`config.mk`:
```
export PLATFORM = sky130hd
export DESIGN_NAME = timer_intr_gen
export DESIGN_NICKNAME = d
export VERILOG_FILES = /design/src/rtl/timer_intr_gen.sv
export SDC_FILE = /design/constraint.sdc
export NUM_CORES = 1
export LEC_CHECK = 0
export CAP_MARGIN = 20
export CORE_ASPECT_RATIO = 1.5
export CORE_MARGIN = 2
export CORE_UTILIZATION = 55
export DETAILED_ROUTE_END_ITERATION = 8
export PLACE_DENSITY = 0.82
export SLEW_MARGIN = 5
export SYNTH_ARGS = -nofsm -noshare
export SYNTH_HDL_FRONTEND = slang
export SYNTH_SLANG_ARGS = --single-unit
```
`constraint.sdc`:
```
create_clock -name clk_i -period 3 [get_ports clk_i]
set_clock_uncertainty 0.05 [all_clocks]
set_input_delay 0.3 -clock clk_i [delete_from_list [all_inputs] [get_ports clk_i]]
set_output_delay 0.3 -clock clk_i [all_outputs]
set_load 0.01 [all_outputs]
```
`src/rtl/timer_intr_gen.sv`:
```
// Memory-mapped 64-bit machine timer with compare-match interrupt pulse.
// Optional tick prescaler is built when TIMER_PRESCALER_EN is defined.
module timer_intr_gen #(
    parameter int DW = 32
) (
    input  logic          clk_i,
    input  logic          rst_i,
    input  logic          cs,
    input  logic          we,
    input  logic [4:0]    addr_i,
    input  logic [3:0]    mask,
    input  logic [DW-1:0] wdata_i,
    output logic [DW-1:0] rdata_o,
    output logic          t_intr
);

    localparam logic [2:0] A_MTIME_LO = 3'd0;
    localparam logic [2:0] A_MTIME_HI = 3'd1;
    localparam logic [2:0] A_CMP_LO   = 3'd2;
    localparam logic [2:0] A_CMP_HI   = 3'd3;
    localparam logic [2:0] A_CTRL     = 3'd4;
    localparam logic [2:0] A_STATUS   = 3'd5;
    localparam logic [2:0] A_PRESCALE = 3'd6;

    function automatic logic [31:0] merge_bytes(
        input logic [31:0] cur,
        input logic [31:0] wd,
        input logic [3:0]  be
    );
        logic [31:0] res;
        for (int i = 0; i < 4; i++) begin
            res[8*i +: 8] = be[i] ? wd[8*i +: 8] : cur[8*i +: 8];
        end
        return res;
    endfunction

    logic [2:0]  sel;
    logic [31:0] wd;
    logic        unused_addr;

    assign sel         = addr_i[4:2];
    assign wd          = wdata_i;
    assign unused_addr = ^addr_i[1:0];

    logic [63:0] mtime_q, mtime_d;
    logic [63:0] cmp_q, cmp_d;
    logic [1:0]  ctrl_q, ctrl_d;
    logic        pend_q, pend_d;
    logic        match_q, match_d;
    logic        t_intr_q, t_intr_d;

    logic        wr;
    logic        wr_mtime_lo, wr_mtime_hi;
    logic        wr_cmp_lo, wr_cmp_hi;
    logic        wr_ctrl, wr_status, wr_prescale;
    logic        en, irq_en;
    logic        tick;
    logic        match, match_evt;
    logic        pend_clr;
    logic [15:0] prescale_rd;

    assign wr          = cs && we;
    assign wr_mtime_lo = wr && (sel == A_MTIME_LO);
    assign wr_mtime_hi = wr && (sel == A_MTIME_HI);
    assign wr_cmp_lo   = wr && (sel == A_CMP_LO);
    assign wr_cmp_hi   = wr && (sel == A_CMP_HI);
    assign wr_ctrl     = wr && (sel == A_CTRL);
    assign wr_status   = wr && (sel == A_STATUS);
    assign wr_prescale = wr && (sel == A_PRESCALE);

    assign en     = ctrl_q[0];
    assign irq_en = ctrl_q[1];

`ifdef TIMER_PRESCALER_EN
    logic [15:0] prescale_q, prescale_d;
    logic [15:0] presc_cnt_q, presc_cnt_d;
    logic        en_rise;

    assign en_rise = wr_ctrl && mask[0] && wd[0] && !en;

    always_comb begin
        prescale_d = prescale_q;
        if (wr_prescale) begin
            prescale_d = merge_bytes({16'h0, prescale_q}, wd,
                                     {2'b00, mask[1:0]})[15:0];
        end
    end

    // Reload on a new divisor or on enable so the first period is full length.
    always_comb begin
        presc_cnt_d = presc_cnt_q;
        if (wr_prescale || en_rise) begin
            presc_cnt_d = prescale_d;
        end else if (en) begin
            presc_cnt_d = (presc_cnt_q == 16'h0) ? prescale_q
                                                 : presc_cnt_q - 16'd1;
        end
    end

    assign tick        = en && (presc_cnt_q == 16'h0);
    assign prescale_rd = prescale_q;

    always_ff @(posedge clk_i) begin
        if (rst_i) begin
            prescale_q  <= 16'h0;
            presc_cnt_q <= 16'h0;
        end else begin
            prescale_q  <= prescale_d;
            presc_cnt_q <= presc_cnt_d;
        end
    end
`else
    logic unused_prescale;

    assign unused_prescale = wr_prescale;
    assign tick            = en;
    assign prescale_rd     = 16'h0;
`endif

    // Bus writes to either half win over the increment; no carry that cycle.
    always_comb begin
        mtime_d = mtime_q;
        if (wr_mtime_lo || wr_mtime_hi) begin
            if (wr_mtime_lo) begin
                mtime_d[31:0] = merge_bytes(mtime_q[31:0], wd, mask);
            end
            if (wr_mtime_hi) begin
                mtime_d[63:32] = merge_bytes(mtime_q[63:32], wd, mask);
            end
        end else if (tick) begin
            mtime_d = mtime_q + 64'd1;
        end
    end

    always_comb begin
        cmp_d = cmp_q;
        if (wr_cmp_lo) begin
            cmp_d[31:0] = merge_bytes(cmp_q[31:0], wd, mask);
        end
        if (wr_cmp_hi) begin
            cmp_d[63:32] = merge_bytes(cmp_q[63:32], wd, mask);
        end
    end

    always_comb begin
        ctrl_d = ctrl_q;
        if (wr_ctrl && mask[0]) begin
            ctrl_d = wd[1:0];
        end
    end

    assign match     = en && (mtime_q >= cmp_q);
    assign match_evt = match && !match_q;
    assign match_d   = match;
    assign pend_clr  = wr_status && mask[0] && wd[0];

    always_comb begin
        pend_d = pend_q;
        if (pend_clr) begin
            pend_d = 1'b0;
        end
        if (match_evt) begin
            pend_d = 1'b1;
        end
    end

    assign t_intr_d = irq_en && pend_d && !pend_q;

    always_ff @(posedge clk_i) begin
        if (rst_i) begin
            mtime_q  <= 64'h0;
            cmp_q    <= 64'hFFFF_FFFF_FFFF_FFFF;
            ctrl_q   <= 2'b00;
            pend_q   <= 1'b0;
            match_q  <= 1'b0;
            t_intr_q <= 1'b0;
        end else begin
            mtime_q  <= mtime_d;
            cmp_q    <= cmp_d;
            ctrl_q   <= ctrl_d;
            pend_q   <= pend_d;
            match_q  <= match_d;
            t_intr_q <= t_intr_d;
        end
    end

    assign t_intr = t_intr_q;

    always_comb begin
        rdata_o = '0;
        if (cs && !we) begin
            case (sel)
                A_MTIME_LO: rdata_o = mtime_q[31:0];
                A_MTIME_HI: rdata_o = mtime_q[63:32];
                A_CMP_LO:   rdata_o = cmp_q[31:0];
                A_CMP_HI:   rdata_o = cmp_q[63:32];
                A_CTRL:     rdata_o = {30'h0, ctrl_q};
                A_STATUS:   rdata_o = {31'h0, pend_q};
                A_PRESCALE: rdata_o = {16'h0, prescale_rd};
                default:    rdata_o = '0;
            endcase
        end
    end

endmodule

```
== After elaboration in Yosys (flattened, before gate mapping) ==
Index checks and enable logic that the tools add are counted.
W data, S select, Z words.
Cells by class
  div/mod/pow operators: 0
  shift operators: 0
  add/sub/neg operators: 1
  eq/ne operators: 11
  multiplexer cells: 12
  order comparisons: 1
  multiply operators: 0
  reduce and logical (&&, ||, !) cells: 37
  bitwise gates (word level): 0
Operator list (number)
  $pmux W32 S6: 1
  $mux W64: 2
  $mux W32: 3
  $add A64 B1 Y64 const B: 1
  $ge A64 B64 Y1: 1
  $mux W8: 4
  $reduce_and A3 Y1: 8
  $reduce_and A2 Y1: 8
  $logic_and A1 B1 Y1: 15
  $ne A2 B2 Y1 const B: 6
  $eq A3 B2 Y1 const B: 2
  $eq A3 B3 Y1 const B: 2
  $eq A3 B1 Y1 const B: 1
  $logic_not A1 Y1: 3
  $logic_not A3 Y1: 1
  $mux W1: 2
  $reduce_bool A2 Y1: 1
  $logic_or A1 B1 Y1: 1
Word-level totals
  register bits: 133
  bits in writable memories: 0
  memory bits (read-only): 0
  memories kept: 0
  latch bits: 0
  output and inout port bits: 33
  word-level logic and storage cells: 82

== Depth between registers and ports, before layout ==
Gate-level depths: netlist of the first run.
  depth after elaboration: 8
  gate-level depth with buffers: 10
  mapped depth without buffers: 8

== Worst setup path before layout of the first run ==
Ideal clock, no wire load.
  kind: reg-to-reg
  from: register mtime_q[1]
  to: register mtime_q[54]
  stages on the path, launching flop included: 10
  arrival time: 2.605 ns
  period minus slack after synthesis: 2.725 ns
  slack: 0.275 ns
  path buffers: 2
  setup time: 0.071 ns
  cells stage by stage: dfxtp_1 -> ha_1 -> nand3_1 -> or4_1 -> buf_2 -> or4_4 -> buf_6 -> nor4_4 -> mux2_1 -> a21oi_1
Between the ends
  longest elaborated chain between the ends: 3
Ends and longest elaborated chain
  from (decl): line 45  | logic [63:0] mtime_q, mtime_d;
  from (signal assigned): line 178  | mtime_q <= mtime_d;
  $add A64 B1 Y64: line 131  | mtime_d = mtime_q + 64'd1;
  $mux W64: line 130  | end else if (tick) begin
  $mux W64: line 123  | if (wr_mtime_lo || wr_mtime_hi) begin
No other way between the ends. The select of a mux whose other input is x is not followed.
A chain may end at the register's enable or synchronous reset.

== Worst setup path after layout of the first run ==
  from: input addr_i[3]
  to: output rdata_o[15]
Between the ends
  longest elaborated chain between the ends: 3
Ends and longest elaborated chain
  from (decl): line 10  | input logic [4:0] addr_i,
  $eq A3 B3 Y1, or another cell as far along: line 192  | case (sel)
  $pmux W32 S6 (*): line 192
  $mux W32 (*): line 191  | if (cs && !we) begin
  to (decl): line 13  | output logic [DW-1:0] rdata_o,
Mark *: on every way between the ends. The rest lies on a longest branch, timed or not.

==> impl_summary.md, run 1 <==
Clocking
Buffers added to address setup during post-CTS repair amount to 0. TritonCTS built the clock tree. The H-tree was split into 4 levels. The clock tree root driver cell is sky130_fd_sc_hd__clkbuf_16.

Clock-pin slew was measured on the worst setup and hold paths at 0.06 ns. The total clock buffers created by CTS is 17. The TritonCTS sink count is 133. The longest clock path from root to sink contains 2 buffers. For the worst-skew pair, the clock arrives at the later sink with an insertion delay of 0.43 ns.

Final layout
From synthesis to final layout, the design area changed by 20.8%. The final antenna diode count is 0. Fill cells in the final layout number 1360. The leading cell type in the layout, fill and taps excluded is sky130_fd_sc_hd__nor2_1. At the end of the flow the core is filled with cells to 67.6%. For this run, the post-layout net count is 1387.

In the layout the commonest cells are sky130_fd_sc_hd__nor2_1, sky130_fd_sc_hd__dfxtp_1, sky130_fd_sc_hd__a21oi_1. The fraction of final layout cells sized beyond drive strength 1 is 9.69%.

Logic synthesis
The largest total area in the synthesized netlist belongs to sky130_fd_sc_hd__dfxtp_1. The synthesized netlist net count is 1303. The area share of the leading cell type in the synthesized netlist is 29.4%. In this run, synthesis inferred 0 flip-flops with an integrated enable. After synthesis, the netlist uses 67 different library cells. The fraction of registers with async set or reset after synthesis is 0%. The mean cell area of the mapped netlist is 7.60 sq um. The leading register cell type out of synthesis is sky130_fd_sc_hd__dfxtp_1.

In this run, synthesis produced a sequential element count of 133. The fraction of the yosys area taken by sequential cells is 29.4%. The area of the mapped netlist is 9060 sq um. The Yosys step of the flow raised 0 warnings.

Synthesis handed over a netlist of 1193 instances. By area the synthesized netlist is led by sky130_fd_sc_hd__dfxtp_1, sky130_fd_sc_hd__ha_1, sky130_fd_sc_hd__a211o_1, sky130_fd_sc_hd__nor2_1, sky130_fd_sc_hd__a21oi_1.

Power and ir drop
The maximum vdd ir drop is 0.000286 V. For this design the static power due to leakage is 4.51 nW. The total power of the final layout is 4.48 mW. For this design the ratio of total power to cell area is 409 nW/um^2.

Outcome
The run finished with clean final reports.

Worst setup path
The critical setup path kind is in -> out. Data arrives at the worst endpoint at 2.50 ns. The origin of the worst setup path is addr_i[3]. Of all nets on the critical path, the largest fanout is 16. The kind of end point of the critical path is a primary output. STA classifies the critical path startpoint as a primary input. The startpoint of the most critical register-to-register path is mtime_q[0]. The critical path data required time is 2.65 ns.

Hold path
The path class of the tightest hold or removal check is in -> reg. The launch point of the worst hold path is rst_i.

Timing
The smallest clock period supported by the final layout is computed as 2.85 ns. The share of the cycle needed by the critical path after routing is 95.1%. The actual slew at the worst max-slew pin is 0.607 ns.

The count of final max-slew check failures is 0. In the final timing run, aggregate negative setup slack is 0 ns. Setup violations remaining at the end of the flow were counted as 0.

The fmax is 0.351 GHz. The final count of hold timing violations is 0. The relative slew slack is 59.1%. Setup repair after global routing left no endpoint under its margin.

GRT
The initial antenna violation count is 0. The via count of the first global-routing pass is 9445. Entering global routing, the biggest net connects 64 pins. The overall routing resource usage is 35.7%. The first global-routing pass estimated 48900 microns of wire. Summed over all layers, the global routing overflow is 0.

Floorplan
The area of the core region is 16200 sq um. The effective utilization at floorplan is 56.0%. The site row count is 57. The width of the die is 109 microns. The overall die height is 161 microns.

The area of the die is 17500 sq um. In this run the count of I/O pins placed on the die edge is 78.

Routing
The post-detailed-route count of antenna-violating nets is 0. After detailed routing, the number of remaining DRC violations is 0. The average routed wire per standard cell is 20.7 microns. The routed via count is 10054.

The pre-antenna-repair detailed-routing pass consisted of 6 iterations. Using the TritonRoute via totals, the vias-per-cell ratio works out to 6.72. The violation count after the first detailed-routing iteration is 970.

The aggregate routed wire length is 30900 microns.

Placed design
The wire-length estimate of the detail-placed layout is 21900 microns. The global placement routability congestion is 0.970. Buffers placed on the I/O ports in this run total 75.

Job
Across the run, the number of max-cap violations was 0.
## per-layer routing
| metal | vias up | part of all wire [%] | global-route usage [%] | wire length (microns) |
|---|---|---|---|---|
| li1 | 4620 | - | - | - |
| met3 | 152 | 8.7 | 5.49 | 2680 |
| met1 | 4698 | 37 | 42.3 | 11300 |
| met2 | 584 | 48 | 58.7 | 14800 |
| met4 | 0 | 6.8 | 24.4 | 2100 |
| met5 | - | 0 | 0 | 0 |
## power by group
| part | internal (mW) | switching [mW] | total, mW |
|---|---|---|---|
| registers | 1.79 | 0.0327 | 1.82 |
| clock network | 1.43 | 0.805 | 2.24 |
| logic | 0.173 | 0.241 | 0.414 |
| total | 3.40 | 1.08 | 4.48 |
## worst max-delay path: stages
cell                              delay [ns]
sky130_fd_sc_hd__clkdlybuf4s50_1        0.54
sky130_fd_sc_hd__nor2b_1                0.17
sky130_fd_sc_hd__buf_4                  0.15
sky130_fd_sc_hd__nor2b_2                0.17
sky130_fd_sc_hd__buf_4                  0.28
sky130_fd_sc_hd__a22oi_1                0.13
sky130_fd_sc_hd__a21oi_1                0.17
sky130_fd_sc_hd__clkdlybuf4s50_1        0.58
## cell usage after synthesis, types with 9 or more instances
cell,number
sky130_fd_sc_hd__a211o_1,65
sky130_fd_sc_hd__a211oi_1,23
sky130_fd_sc_hd__a21oi_1,107
sky130_fd_sc_hd__a22oi_1,71
sky130_fd_sc_hd__a31oi_1,11
sky130_fd_sc_hd__and2_1,12
sky130_fd_sc_hd__and3_1,18
sky130_fd_sc_hd__and4_1,11
sky130_fd_sc_hd__clkbuf_1,72
sky130_fd_sc_hd__dfxtp_1,133
sky130_fd_sc_hd__ha_1,65
sky130_fd_sc_hd__inv_1,70
sky130_fd_sc_hd__mux2i_1,9
sky130_fd_sc_hd__nand2_1,83
sky130_fd_sc_hd__nand3_1,41
sky130_fd_sc_hd__nand4_1,26
sky130_fd_sc_hd__nor2_1,147
sky130_fd_sc_hd__nor3_1,23
sky130_fd_sc_hd__nor4_1,14
sky130_fd_sc_hd__o21ai_0,55
sky130_fd_sc_hd__o22ai_1,13
sky130_fd_sc_hd__o31ai_1,12
## registers in the layout, summed over array words and instances (netlist names)
name	cells
match_q	1
ctrl_q	2
pend_q	1
cmp_q	64
mtime_q	64
t_intr	1
## area by class of cell
type	instances	area [sq um]	share of cell area [%]
inverter	70	263	2.40
tap	206	258	2.35
clock inverter	8	148	1.35
clock buffer	24	472	4.31
sequential	133	2660	24.3
multi-input combinational	904	5790	52.9
timing repair buffer	151	1360	12.4
## metrics by stage
| step | worst slack, ns | hold WS, ns | std cells | area, sq um |
|---|---|---|---|---|
| after global routing | 0.0273 | 0.345 | 1496 | 10900 |
| after floorplan | 0.275 | 0.368 | 1193 | 9060 |
| after global placement | 0.209 | 0.402 | 1464 | 10300 |
| after CTS | 0.176 | 0.307 | 1496 | 10900 |
| final | 0.147 | 0.318 | 1496 | 10900 |
| after detailed placement | 0.177 | 0.421 | 1464 | 10300 |
## worst paths after layout
check	slack (ns)	cells after the start	to
max	0.15	8	rdata_o[15]
min	0.32	2	mtime_q[36]
max reg2reg	0.23	8	mtime_q[62]
min reg2reg	0.42	1	t_intr
## kinds of logic (layout without fill, tap and decap cells)
kind of cell / Yosys count / count (layout) / synth area share [%]
muxes: 11 / 11 / 1.24
and+or+nand+nor: 420 / 420 / 22.9
AOI/OAI and AO/OA: 408 / 408 / 30.4
buffers and inverters: 156 / 253 / 7.13
DFF: 133 / 133 / 29.4
adders and majority gates: 65 / 65 / 8.98
## repair_timing
item | in CTS | in global routing
hold buffers | 0 | 0
setup endpoints to repair | 0 | 1
gates resized for setup | 0 | 1
(Power assumes the default switching activity.)
==> inputs of run 2 (changes only) <==
--- a/config.mk
+++ b/config.mk
@@ -10,7 +10,9 @@
 export CORE_MARGIN = 2
 export CORE_UTILIZATION = 55
 export DETAILED_ROUTE_END_ITERATION = 8
+export GPL_ROUTABILITY_DRIVEN = 0
 export PLACE_DENSITY = 0.82
+export SKIP_CTS_REPAIR_TIMING = 1
 export SLEW_MARGIN = 5
 export SYNTH_ARGS = -nofsm -noshare
 export SYNTH_HDL_FRONTEND = slang
==> impl_summary.md, run 2 (synthesis results as in run 1) <==
Clocking
The clock tree root driver cell is sky130_fd_sc_hd__clkbuf_16 (unchanged). The total clock buffers created by CTS was 17 (unchanged). The clock latency of the later-clocked register in the worst-skew pair came to 0.43 ns (about the same). The clock-pin slew reported for the worst setup and hold paths after clock tree synthesis was 0.06 ns (about the same). The H-tree depth reported by CTS is 4 (unchanged). The buffer levels on the longest clock path is 2 (unchanged). The TritonCTS sink count was 133 (unchanged).

The CTS tree is built (unchanged).

Final layout
The post-layout net count is 1397 (was 1387). Top library cells by usage in the layout, fill and taps aside: sky130_fd_sc_hd__nor2_1, sky130_fd_sc_hd__dfxtp_1, sky130_fd_sc_hd__a21oi_1 (unchanged). The final antenna diode count is 0 (unchanged). The layout overhead on the synthesized area is 22.7% (was 20.8%). The fraction of final layout cells sized beyond drive strength 1 came to 10.9% (was 9.69%).

The leading cell type in the layout, fill and taps excluded is sky130_fd_sc_hd__nor2_1 (unchanged). Registers with the most flip-flops: cmp_q x64, mtime_q x64, ctrl_q x2 (unchanged).

Placed design
The post-DP HPWL is 22300 microns (was 21900 microns). The count of input and output buffers is 75 (unchanged).

Timing
The worst hold-check slack is 0.381 ns (was 0.318 ns). The clock period minus worst slack was 2.90 ns (was 2.85 ns). The count of final max-slew check failures came to 0 (unchanged). The relative slew slack is 48.3% (was 59.1%). The sum of negative setup slack is 0 ns (unchanged). The final count of hold timing violations is 0 (unchanged). Setup repair after global routing missed its margin: no (unchanged). The share of the cycle needed by the critical path after routing is 96.8% (was 95.1%). The fmax is 0.344 GHz (was 0.351 GHz). The final setup violation count is 0 (unchanged).

The actual slew at the worst max-slew pin is 0.775 ns (was 0.607 ns).

Worst setup path
The endpoint of the worst-slack reg-to-reg timing path is t_intr (was mtime_q[62]). The kind of end point of the critical path is a register (was primary output). The critical setup path kind is reg -> reg (was in -> out). The critical path data required time was 3.32 ns (was 2.65 ns). The number of cells on the worst reg-to-reg path was 10 (was 8). The type of origin of the critical path was a register (was primary input). The arrival time of data at the critical path endpoint is 3.22 ns (was 2.50 ns). The highest cell delay on the worst timing path is 0.41 ns (was 0.58 ns).

Cell breakdown of the critical path: inv_1 > ha_1 > nand4_1 > nor4_1 > buf_4 > nand4_1 > o2bb2ai_2 > nor4_1 > nor4b_2 > buf_4 (was clkdlybuf4s50_1 > nor2b_1 > buf_4 > nor2b_2 > buf_4 > a22oi_1 > a21oi_1 > clkdlybuf4s50_1). The startpoint of the most critical register-to-register path is cmp_q[51] (was mtime_q[0]). The largest fanout of any net on the critical path is 3 (was 16). The slowest library cell on the worst path is sky130_fd_sc_hd__o2bb2ai_2 (was sky130_fd_sc_hd__clkdlybuf4s50_1). The worst setup slack for register-to-register paths was 0.1 ns (was 0.23 ns).

The origin of the worst setup path is cmp_q[51] (was addr_i[3]). The end point of the critical path is t_intr (was rdata_o[15]).

Floorplan
The overall die height is 161 microns (unchanged). The area of the core region came to 16200 sq um (unchanged). The effective utilization at floorplan is 56.0% (unchanged). The boundary pin count is 78 (unchanged). The width of the die is 109 microns (unchanged). The area of the die is 17500 sq um (unchanged).

The site row count is 57 (unchanged).

Hold path
The launch point of the worst hold path is rst_i (unchanged). The worst min-delay path category is in -> reg (unchanged).

GRT
The global-route wire length before repair is 49100 microns (was 48900 microns). The overall routing resource usage came to 36.0% (was 35.7%). The initial antenna violation count is 0 (unchanged). The via count of the first global-routing pass is 9501 (was 9445).

The maximum number of pins on one net before global-route repair came to 71 (was 64). The total congestion overflow was 0 (unchanged).

Routing
The post-detailed-route count of antenna-violating nets was 0 (unchanged). The aggregate routed wire length came to 31500 microns (was 30900 microns). The average routed wire per standard cell is 20.9 microns (was 20.7 microns).

The final routed DRC violation total is 0 (unchanged). The ratio of routed vias to standard cells is 6.75 (was 6.72). The violation count after the first detailed-routing iteration is 947 (was 970). The total iterations of the first detailed-routing run is 6 (unchanged). The routed via count came to 10165 (was 10054).

Power and ir drop
The maximum vdd ir drop is 0.000371 V (was 0.000286 V). The power per standard cell area is 425 nW/um^2 (was 409 nW/um^2). The leakage dissipation was 4.63 nW (was 4.51 nW).

Outcome
Result of the run: finished clean (unchanged).

Job
The number of maximum-capacitance constraint violations is 0 (unchanged).
[run 2: how the worst min path moves through the flow]
stage,end,depth (start not counted)
finish,mtime_q[15],2
detailed placement,pend_q,2
floorplan,cmp_q[10],1
global route,mtime_q[17],2
CTS,mtime_q[16],2
global placement,pend_q,2
[run 2: power by group]
| group | switching, mW | internal (mW) | leakage, nW |
|---|---|---|---|
| Combinational | 0.248 | 0.177 | 3.21 |
| Sequential | 0.0277 | 1.79 | 1.08 |
| Clock | 0.827 | 1.65 | 0.340 |
| Total | 1.10 | 3.62 | 4.63 |
[run 2: area by class of cell]
type | instances | area [sq um]
clock buffer | 21 | 480
clock inverter | 11 | 219
fill | 1292 | 5070
inverter | 70 | 263
multi-input combinational | 904 | 5800
sequential | 133 | 2660
tap | 206 | 258
timing repair buffer | 161 | 1430
[run 2: per-stage QoR]
step	cells	instance area (sq um)	setup WS [ns]	utilization (%)	total power [mW]
floorplan	1193	9060	0.275	-	2.06
global placement	1474	10400	0.141	64.2	2.26
detailed placement	1474	10400	0.0983	64.2	2.26
CTS	1506	11100	0.0650	68.6	4.71
global route	1506	11100	0.00939	68.7	4.83
finish	1506	11100	0.0959	68.7	4.72
[run 2: critical path: cells and delay by family (launching register included)]
kind | cells | cell delay, ns
compound gates | 1 | 0.41
fa+ha+maj | 1 | 0.31
buf+inv | 3 | 0.43
flops | 1 | 0.33
simple gates | 5 | 1.31
[run 2: layer usage]
layer	up-vias	global-route usage [%]	routed length [microns]
met5	-	0	0
met4	0	24.6	2360
met3	192	7.51	3040
li1	4631	-	-
met1	4701	41.8	11200
met2	641	58.5	14900
==> inputs of run 3 (changes only) <==
--- a/config.mk
+++ b/config.mk
@@ -5,6 +5,7 @@
 export SDC_FILE = /design/constraint.sdc
 export NUM_CORES = 1
 export LEC_CHECK = 0
+export ABC_AREA = 1
 export CAP_MARGIN = 20
 export CORE_ASPECT_RATIO = 1.5
 export CORE_MARGIN = 2
@@ -13,6 +14,7 @@
 export GPL_ROUTABILITY_DRIVEN = 0
 export PLACE_DENSITY = 0.82
 export SKIP_CTS_REPAIR_TIMING = 1
+export SKIP_LAST_GASP = 1
 export SLEW_MARGIN = 5
 export SYNTH_ARGS = -nofsm -noshare
 export SYNTH_HDL_FRONTEND = slang
==> impl_summary.md, run 3 <==
GRT
The maximum number of pins on one net before global-route repair came to 49 (was 71). The overall routing resource usage was 34.3% (was 36.0%). The global-route wire length before repair was 51200 microns (was 49100 microns). The total congestion overflow came to 0 (unchanged). The via count of the first global-routing pass is 10180 (was 9501). The initial antenna violation count is 0 (unchanged).

Logic synthesis
The area share of the leading cell type in the synthesized netlist was 27.6% (was 29.4%). The post-synthesis cell type with the largest combined area is sky130_fd_sc_hd__dfxtp_1 (unchanged). The synthesized netlist net count is 1550 (was 1303). The most frequently used cell type in the post-synthesis netlist is sky130_fd_sc_hd__nand2_1 (was sky130_fd_sc_hd__nor2_1). The area of the mapped netlist is 9640 sq um (was 9060 sq um).

The number of enable-type register cells in the synthesized netlist came to 0 (unchanged). The flip-flop and latch count after synthesis was 133 (unchanged). The synthesized netlist cell count is 1440 (was 1193). The mean cell area of the mapped netlist came to 6.69 sq um (was 7.60 sq um).

The leading register cell type out of synthesis is sky130_fd_sc_hd__dfxtp_1 (unchanged). The number of distinct library cell variants in the gate-level netlist after synthesis is 43 (was 67). The fraction of the yosys area taken by sequential cells is 27.6% (was 29.4%).

The fraction of registers with async set or reset after synthesis is 0% (unchanged). The yosys synthesis warning count was 0 (unchanged). Largest cells by area after synthesis: sky130_fd_sc_hd__dfxtp_1, sky130_fd_sc_hd__nand2_1, sky130_fd_sc_hd__ha_1, sky130_fd_sc_hd__inv_1, sky130_fd_sc_hd__nor2_1 (was sky130_fd_sc_hd__dfxtp_1, sky130_fd_sc_hd__ha_1, sky130_fd_sc_hd__a211o_1, sky130_fd_sc_hd__nor2_1, sky130_fd_sc_hd__a21oi_1). Top cell types by occurrence after synthesis: sky130_fd_sc_hd__nand2_1, sky130_fd_sc_hd__inv_1, sky130_fd_sc_hd__nor2_1 (was sky130_fd_sc_hd__nor2_1, sky130_fd_sc_hd__dfxtp_1, sky130_fd_sc_hd__a21oi_1).

Final layout
The area occupied by multi-input gates was 6010 sq um (was 5800 sq um). The fraction of final layout cells sized beyond drive strength 1 is 6.09% (was 10.9%). The final non-filler cell total is 1724 (was 1506). The post-layout net count is 1608 (was 1397). The number of fill cells in the layout is 1548 (was 1292). Top library cells by usage in the layout, fill and taps aside: sky130_fd_sc_hd__nand2_1, sky130_fd_sc_hd__inv_1, sky130_fd_sc_hd__nor2_1 (was sky130_fd_sc_hd__nor2_1, sky130_fd_sc_hd__dfxtp_1, sky130_fd_sc_hd__a21oi_1). The sequential cell area is 2660 sq um (unchanged). The final antenna diode count came to 0 (unchanged).

The leading cell type in the layout, fill and taps excluded is sky130_fd_sc_hd__nand2_1 (was sky130_fd_sc_hd__nor2_1). Registers with the most flip-flops: cmp_q x64, mtime_q x64, ctrl_q x2 (unchanged). The layout overhead on the synthesized area was 15.8% (was 22.7%).

Floorplan
The area of the die is 18600 sq um (was 17500 sq um). The site row count is 59 (was 57). The area of the core region is 17300 sq um (was 16200 sq um). The boundary pin count is 78 (unchanged). The overall die height came to 166 microns (was 161 microns). The width of the die is 112 microns (was 109 microns). The effective utilization at floorplan is 55.8% (was 56.0%).

Routing
The post-detailed-route count of antenna-violating nets is 0 (unchanged). The routed via count was 10472 (was 10165). The aggregate routed wire length was 31900 microns (was 31500 microns). The total iterations of the first detailed-routing run was 9 (was 6). The violation count after the first detailed-routing iteration came to 1080 (was 947).

The average routed wire per standard cell is 18.5 microns (was 20.9 microns). The ratio of routed vias to standard cells came to 6.07 (was 6.75). The final routed DRC violation total is 0 (unchanged).

Placed design
The total instance count after detailed placement is 1692 (was 1474). The post-DP HPWL was 24000 microns (was 22300 microns). The count of input and output buffers is 75 (unchanged).

Timing
The share of the cycle needed by the critical path after routing is 91.0% (was 96.8%). The clock period minus worst slack is 2.73 ns (was 2.90 ns). The sum of negative setup slack is 0 ns (unchanged). The final count of hold timing violations is 0 (unchanged). Setup repair after global routing missed its margin: no (unchanged). The final setup violation count is 0 (unchanged). The relative slew slack is 61.0% (was 48.3%). The count of final max-slew check failures came to 0 (unchanged).

The actual slew at the worst max-slew pin came to 0.580 ns (was 0.775 ns). The fmax is 0.366 GHz (was 0.344 GHz).

Worst setup path
The critical path data required time is 2.65 ns (was 3.32 ns). The largest fanout of any net on the critical path came to 15 (was 3). The critical setup path kind is in -> out (was reg -> reg). The type of origin of the critical path is a primary input (was register). The slowest library cell on the worst path was sky130_fd_sc_hd__clkdlybuf4s50_1 (was sky130_fd_sc_hd__o2bb2ai_2). The highest cell delay on the worst timing path came to 0.57 ns (was 0.41 ns). The cell class contributing the biggest share of worst-path delay is buffers and inverters (was simple AND/OR/NAND/NOR gates). The arrival time of data at the critical path endpoint is 2.38 ns (was 3.22 ns). The origin of the worst setup path is addr_i[4] (was cmp_q[51]). The startpoint of the most critical register-to-register path was mtime_q[0] (was cmp_q[51]). Cell breakdown of the critical path: clkdlybuf4s50_1 > inv_2 > nand2_1 > nor2_2 > inv_2 > o22ai_1 > a221oi_1 > nor2_1 > clkdlybuf4s50_1 (was inv_1 > ha_1 > nand4_1 > nor4_1 > buf_4 > nand4_1 > o2bb2ai_2 > nor4_1 > nor4b_2 > buf_4). The sum of buffers and inverters on the critical path was 4 (was 3).

The kind of end point of the critical path was a primary output (was register).

Power and ir drop
The power per standard cell area was 378 nW/um^2 (was 425 nW/um^2). The leakage dissipation came to 4.89 nW (was 4.63 nW). The maximum vdd ir drop came to 0.000345 V (was 0.000371 V).

Job
The number of maximum-capacitance constraint violations is 0 (unchanged).

Clocking
The TritonCTS sink count is 133 (unchanged). The clock-pin slew reported for the worst setup and hold paths after clock tree synthesis is 0.06 ns (about the same). The clock latency of the later-clocked register in the worst-skew pair is 0.43 ns (about the same). The H-tree depth reported by CTS is 4 (unchanged). The buffer levels on the longest clock path is 2 (unchanged). The total clock buffers created by CTS is 17 (unchanged). The CTS tree was built (unchanged). The clock tree root driver cell is sky130_fd_sc_hd__clkbuf_16 (unchanged).

Hold path
The worst min-delay path category is reg -> reg (was in -> reg). The launch point of the worst hold path is ctrl_q[1] (was rst_i).

Outcome
Result of the run: finished clean (unchanged).
[run 3: cell count changes after synthesis, sizes merged, moves of 23 or more]
cell | before | now
a21oi | 107 | 51
a211oi | 23 | 0
xor2 | 0 | 45
a221oi | 4 | 31
nand2 | 84 | 357
o211ai | 2 | 73
a211o | 65 | 0
a31oi | 11 | 34
inv | 70 | 191
clkbuf | 73 | 33
a22oi | 71 | 0
[run 3: worst paths after layout]
check | to | slack, ns | cells after the start
worst min register to register | t_intr | 0.41 | 2
worst max register to register | mtime_q[28] | 0.57 | 9
worst max-delay path | rdata_o[16] | 0.27 | 9
worst min-delay path | t_intr | 0.41 | 2
[run 3: cells by family (layout without fill, tap and decap cells)]
logic type,count (synthesis),after routing,share of synthesized area (%)
xor gates and xnor gates,50,50,4.54
and+or+nand+nor,637,637,29.0
buffers and inverters,248,319,10.0
DFF,133,133,27.6
adders and majority gates,65,65,8.44
AOI/OAI and AO/OA,307,307,20.3
[run 3: worst reg2reg max path, cell delays in order (launching register included)]
cell and delay (ns):
sky130_fd_sc_hd__dfxtp_1 0.51, sky130_fd_sc_hd__ha_1 0.39, sky130_fd_sc_hd__nand3_1 0.25, sky130_fd_sc_hd__nor2_1 0.34
sky130_fd_sc_hd__nand2_1 0.29, sky130_fd_sc_hd__xnor2_1 0.20, sky130_fd_sc_hd__nand2_1 0.08, sky130_fd_sc_hd__nand3_1 0.08
sky130_fd_sc_hd__o211ai_1 0.10, sky130_fd_sc_hd__inv_1 0.05
[run 3: report_power, final]
part | internal (mW) | switching (mW)
registers | 1.80 | 0.0374
logic | 0.164 | 0.229
clock network | 1.18 | 0.812
total | 3.14 | 1.08
[run 3: per-stage QoR]
stage	hold WS, ns	worst slack [ns]	instance area (sq um)	util (%)	power (mW)
after floorplan	0.322	1.27	9640	-	2.07
after CTS	0.412	0.281	11200	64.6	4.22
after global routing	0.433	0.156	11200	64.6	4.34
final	0.409	0.269	11200	64.6	4.22
after global placement	0.397	0.276	10600	61.5	2.25
after detailed placement	0.405	0.204	10600	61.5	2.25
[run 3: routing by layer]
layer	wire (microns)	vias to the layer above	share of wire (%)	track usage, %
met5	0	-	0	0
met4	2590	0	8.1	24.8
met3	2700	165	8.5	7.01
met2	15000	598	47	56.0
met1	11600	4737	36	39.3
li1	-	4972	-	-
[run 3: layout make-up]
type / instances / area share, %
Multi-Input combinational cell: 1059 / 53.9
Sequential cell: 133 / 23.9
Timing Repair Buffer: 95 / 8.52
Inverter: 192 / 6.47
Clock buffer: 24 / 4.23
Tap cell: 213 / 2.39
Clock inverter: 8 / 0.684
